[config.mk]
export PLATFORM = sky130hd
export DESIGN_NAME = fifo_feed_ctrl
export DESIGN_NICKNAME = d
export VERILOG_FILES = /design/src/rtl/fifo_feed_ctrl.sv
export SDC_FILE = /design/constraint.sdc
export NUM_CORES = 1
export LEC_CHECK = 0
export CAP_MARGIN = 20
export CORE_UTILIZATION = 32
export CTS_CLUSTER_DIAMETER = 80
export DETAILED_ROUTE_END_ITERATION = 7
export DONT_BUFFER_PORTS = 1
export PLACE_DENSITY_LB_ADDON = 0.08
export SYNTH_ARGS = -nofsm -noshare
export SYNTH_HDL_FRONTEND = slang
export SYNTH_SLANG_ARGS = --single-unit
[constraint.sdc]
create_clock -name clk -period 3.25 [get_ports clk]
set_clock_uncertainty 0.1 [all_clocks]
set_input_delay 0.65 -clock clk [delete_from_list [all_inputs] [get_ports clk]]
set_output_delay 0.65 -clock clk [all_outputs]
set_load 0.005 [all_outputs]
[src/rtl/fifo_feed_ctrl.sv]
// fifo_feed_ctrl: sequencer that feeds the reg_fifo byte-repacking buffer
// from BRAM port B and drains it as 24-bit pixel groups.
//
// Ports:
//   clk, reset_n         clock, synchronous active-low reset
//   start                frame trigger, honoured only in IDLE
//   busy, done           frame in progress / one-cycle end-of-frame pulse
//   enb, addrb, doutb    BRAM port-B read (1-cycle latency)
//   fifo_rst_n           reg_fifo reset (also pulsed low to flush a frame)
//   fifo_din, fifo_push  reg_fifo write side (64-bit words)
//   fifo_pop, fifo_dout  reg_fifo read side (24-bit groups)
//   out_data/valid/ready group stream toward the window builder
module fifo_feed_ctrl #(
    parameter int ADDR_W    = 8,
    parameter int NUM_WORDS = 9,
    parameter int BASE_ADDR = 0
) (
    input  logic              clk,
    input  logic              reset_n,
    input  logic              start,
    output logic              busy,
    output logic              done,
    output logic              enb,
    output logic [ADDR_W-1:0] addrb,
    input  logic [63:0]       doutb,
    output logic              fifo_rst_n,
    output logic [63:0]       fifo_din,
    output logic              fifo_push,
    output logic              fifo_pop,
    input  logic [23:0]       fifo_dout,
    output logic [23:0]       out_data,
    output logic              out_valid,
    input  logic              out_ready
);

    // Word counter must be able to hold NUM_WORDS itself (up to 2^ADDR_W).
    localparam int CNT_W = ADDR_W + 1;

    localparam logic [CNT_W-1:0]  NUM_CNT   = CNT_W'(NUM_WORDS);
    localparam logic [CNT_W-1:0]  LAST_CNT  = CNT_W'(NUM_WORDS - 1);
    localparam logic [ADDR_W-1:0] ADDR_BASE = ADDR_W'(BASE_ADDR);

    typedef enum logic [2:0] {
        S_IDLE,
        S_FLUSH,
        S_RUN,
        S_DRAIN,
        S_DONE
    } state_t;

    state_t            state_q, state_d;
    logic [3:0]        occ_q, occ_d;
    logic              inflight_q, inflight_d;
    logic [CNT_W-1:0]  word_cnt_q, word_cnt_d;
    logic [ADDR_W-1:0] addrb_q, addrb_d;

    logic       active;
    logic       flush;
    logic       issue;
    logic       push;
    logic       pop;
    logic       valid;
    logic       room;
    logic [4:0] committed;

    always_ff @(posedge clk) begin
        if (!reset_n) begin
            state_q    <= S_IDLE;
            occ_q      <= 4'd0;
            inflight_q <= 1'b0;
            word_cnt_q <= '0;
            addrb_q    <= ADDR_BASE;
        end else begin
            state_q    <= state_d;
            occ_q      <= occ_d;
            inflight_q <= inflight_d;
            word_cnt_q <= word_cnt_d;
            addrb_q    <= addrb_d;
        end
    end

    always_comb begin
        state_d    = state_q;
        occ_d      = occ_q;
        word_cnt_d = word_cnt_q;
        addrb_d    = addrb_q;
        flush      = 1'b0;
        done       = 1'b0;

        active = (state_q == S_RUN) || (state_q == S_DRAIN);
        valid  = active && (occ_q >= 4'd3);
        pop    = valid && out_ready;
        push   = inflight_q;

        // Bytes already owned by the FIFO, counting a word still in the
        // BRAM pipe. A new 8-byte word only fits when this is <= 4.
        committed = {1'b0, occ_q} + {1'b0, inflight_q, 3'b000};
        room      = (committed <= 5'd4);

        issue = (state_q == S_RUN) && (word_cnt_q < NUM_CNT) && room;

        inflight_d = issue;

        // Push and pop in the same cycle are both applied.
        occ_d = occ_q
              + (push ? 4'd8 : 4'd0)
              - (pop  ? 4'd3 : 4'd0);

        if (issue) begin
            addrb_d    = addrb_q + 1'b1;
            word_cnt_d = word_cnt_q + 1'b1;
        end

        unique case (state_q)
            S_IDLE: begin
                if (start) begin
                    state_d = S_FLUSH;
                end
            end
            S_FLUSH: begin
                // Clears the FIFO, discarding any tail bytes of the last frame.
                flush      = 1'b1;
                occ_d      = 4'd0;
                word_cnt_d = '0;
                addrb_d    = ADDR_BASE;
                state_d    = S_RUN;
            end
            S_RUN: begin
                if (issue && (word_cnt_q == LAST_CNT)) begin
                    state_d = S_DRAIN;
                end
            end
            S_DRAIN: begin
                // occ < 3 implies no pop can occur this cycle.
                if (!inflight_q && (occ_q < 4'd3)) begin
                    state_d = S_DONE;
                end
            end
            S_DONE: begin
                done    = 1'b1;
                state_d = S_IDLE;
            end
            default: begin
                state_d = S_IDLE;
            end
        endcase
    end

    assign busy       = active;
    assign enb        = issue;
    assign addrb      = addrb_q;
    assign fifo_rst_n = reset_n & ~flush;
    assign fifo_din   = doutb;
    assign fifo_push  = push;
    assign fifo_pop   = pop;
    assign out_data   = fifo_dout;
    assign out_valid  = valid;

endmodule

==> results.md <==
* Register cell area after layout at 500 µm²
* CP arrival at 1.94 ns
* Min-Delay Path Class: reg2reg
* Routed wl met3 at 310 µm
* Setup TNS at 0 ns
* Mux share of post-synthesis cell area at under 10%
* Core area at 0.00564 mm²
* Share of layout cells above drive strength 1 at 11.3%
* H-tree depth at 1
* Met2 WL at 1.30 mm
* Post-Synth Adder-Cell Area at 6.92%
* Initial antenna violation count at 0
* # fillers at 601
* Gr usage total at 10.0%
* CTS tree: yes
* ANT nets after route at 0
* Post-CTS setup buffer count at 0
* First-pass GRT wire length at ~4.9 mm
* Worst Path Required at approximately 2.5 ns
* Synth Area in Compound Gates at 8.23%
* Final setup vio count at 0
* Switch share at 30.6%
* Drt total wl at 2.95 mm
* Via/cell ratio at 4.42
* P&R area growth vs syn at -27.4%
* Crit Path Max Fanout at 7
* Root Driver: clkbuf_8
* # IOs at 195
* Antenna diodes at 0
* DR pass1 iterations at 4
* Outcome: finished clean
* Clk sinks at 25
* Seq/Total Area, Yosys at 26.1%
* Yosys reg bits at 25
* Mean Syn Cell Area at roughly 8.8 µm²
* GRT overflow at 0
* Cells after synthesis at 218
* Simple-Gate Fraction of Synth Area at between 10% and 20%
* Combinational share of power at 21.4%
* FP Rows at 27
* Unrepaired setup endpoints after global routing: no
* Synth Cell Area at between 0.0015 and 0.002 mm²
* Psw at 209 µW
* Die ar. at 0.00630 mm²
* Layout Cells excl Fill at 205
* Max Cap Viol at 0
* Die width at 79.4 µm
* Post-route met1 wirelength at between 1 and 1.5 mm
* GPL Wtd Cong at 0.770
* Largest family of logic cells by synthesized area: buffers and inverters
* Crit path kind: reg2out
* Period utilization at 82.7%
* Post-Synth XOR/XNOR Area at 2.74%
* Initial core utilization at roughly a third
* Slew headroom at 62.3%
* Internal Power at 474 µW
* Layout Nets at 236
* Total CTS buffers at 3
* Post-Syn Nets at 320
* DR iter-0 viols at 28
* Detail Placement HPWL at ~2.2 mm
* Slew Viols, Final at 0
* Clock network power share at 27.8%
* Placed insts at about 200
* Top Layer Used: met4
* Distinct cells, synth at 36
* Hold_buf cts at 0
* Clk slew on worst S/H paths at 0.09 ns
* Count of input and output buffers at 0
* Via Count at 907
* Period minus WS final at 2.69 ns
* Startpoint Class: register
* Area of the multi-input gates at 691 µm²
* Maximum clock frequency at 372 MHz
* Synthesis Warnings at 0
* Pwr per Cell Area at 491 mW/mm²
* Number of global-route vias before repair at slightly above 900
* Die height at between 70 and 80 µm
* Worst Tran Pin Value at 0.552 ns
* Worst skew pair latency at 0.27 ns
* Seq pwr share at 50.8%
* PostCTS Resize Cnt at 0
* DRC at 0
* Largest net degree at the start of global routing at 15
* Clock Tree Buf Depth at 2
* Maximum VDD drop at between 0.00015 and 0.0002 V
* Leak Pwr at just over 0.5 nW
* Critical Path Sink Type: output port
* Routed WL per cell at between 10 and 15 µm
* Final Hold Viols at 0
-- sequential cells by signal (all words and copies together) (netlist names) --
register    count
fifo_push       1
addrb           8
state_q         3
word_cnt_q      9
occ_q           4
-- path summary, 6_finish.rpt --
check / slack [ns] / endpoint / cells after the start / from
setup reg to reg: 0.75 / occ_q[3] / 9 / state_q[1]
hold / removal: 0.37 / word_cnt_q[7] / 1 / word_cnt_q[7]
setup / recovery: 0.56 / enb / 5 / fifo_push
hold reg to reg: 0.37 / word_cnt_q[7] / 1 / word_cnt_q[7]
-- final cells by class --
| cell class | count | area share, % |
|---|---|---|
| Multi-Input combinational cell | 89 | 49.6 |
| Sequential cell | 25 | 36.0 |
| Tap cell | 72 | 6.47 |
| Inverter | 13 | 3.51 |
| Clock buffer | 3 | 2.97 |
| Timing Repair Buffer | 2 | 1.08 |
| Clock inverter | 1 | 0.360 |
-- cells in the mapped netlist --
cell type | n | area, µm²
a2111oi_4 | 1 | 27.5
nor2b_1 | 2 | 12.5
nand3b_1 | 1 | 7.51
a31o_1 | 2 | 17.5
dfxtp_1 | 25 | 500
and3_1 | 1 | 6.26
nand4_1 | 1 | 6.26
nand2b_1 | 2 | 12.5
nor3_1 | 2 | 10.0
clkbuf_1 | 2 | 7.51
nor3b_1 | 1 | 7.51
mux2i_1 | 3 | 30.0
a41oi_1 | 2 | 17.5
a2111oi_0 | 1 | 8.76
nand3_1 | 4 | 20.0
a21oi_2 | 1 | 8.76
nor4_1 | 1 | 6.26
a21o_1 | 2 | 15.0
nand3_2 | 1 | 10.0
a21oi_1 | 4 | 20.0
nand4b_4 | 1 | 23.8
nand2_1 | 7 | 26.3
o31ai_1 | 1 | 7.51
nor2_1 | 14 | 52.6
and2_1 | 11 | 68.8
and2b_2 | 1 | 8.76
fa_1 | 1 | 20.0
nor4_4 | 1 | 21.3
buf_4 | 89 | 668
nand3_4 | 1 | 17.5
xnor2_1 | 6 | 52.6
ha_1 | 9 | 113
o31ai_2 | 1 | 12.5
a211oi_1 | 3 | 22.5
inv_2 | 1 | 3.75
inv_1 | 12 | 45.0
-- critical path, cell delays in order, from the launching register on --
cell and delay, ns:
dfxtp_1 0.41, inv_1 0.09, ha_1 0.32, nor3_1 0.27
nand4b_4 0.18, a21oi_2 0.40
-- per-stage QoR --
stage / area (µm²) / setup slack (ns) / util, % / hold WS, ns / power [mW]
after CTS: 1390 / 0.502 / 24.7 / 0.373 / 0.696
final: 1390 / 0.562 / 24.7 / 0.369 / 0.683
after detailed placement: 1350 / 0.733 / 23.8 / 0.349 / 0.503
after global routing: 1390 / 0.377 / 24.7 / 0.391 / 0.731
after floorplan: 1920 / 0.893 / - / 0.331 / 0.560
after global placement: 1350 / 0.754 / 23.8 / 0.347 / 0.504
-- power by group through the flow --
stage | clock network [mW] | logic, mW | registers, mW
4_1_cts | 0.199 | 0.150 | 0.347
3_3_place_gp | 0 | 0.150 | 0.355
2_1_floorplan | 0 | 0.213 | 0.347
3_5_place_dp | 0 | 0.149 | 0.354
6_report | 0.190 | 0.146 | 0.347
5_1_grt | 0.214 | 0.166 | 0.351
-- cells in the final DEF (no fill, tap or decap), drive strengths merged, types with 3 or more instances in the layout --
cell and instances:
dfxtp 25, ha 9, clkbuf 3, xnor2 6
a211oi 3, and2 11, inv 13, mux2i 3
nor2 14, nand2 7, a21oi 5, nand3 6
-- layer usage --
| metal | up-vias | GRT usage [%] |
|---|---|---|
| met5 | - | 0 |
| met4 | 0 | 4.55 |
| met3 | 12 | 5.26 |
| met2 | 31 | 14.7 |
| met1 | 419 | 12.0 |
| li1 | 445 | - |
-- kinds of logic after synthesis --
group,count (synthesis)
flip-flops,25
buffers and inverters,104
adder cells (fa/ha/maj),10
multiplexers,3
AO/OA/AOI/OAI,18
XOR/XNOR,6
AND/OR/NAND/NOR,52
Note: power is estimated with default switching activity, not from simulation.
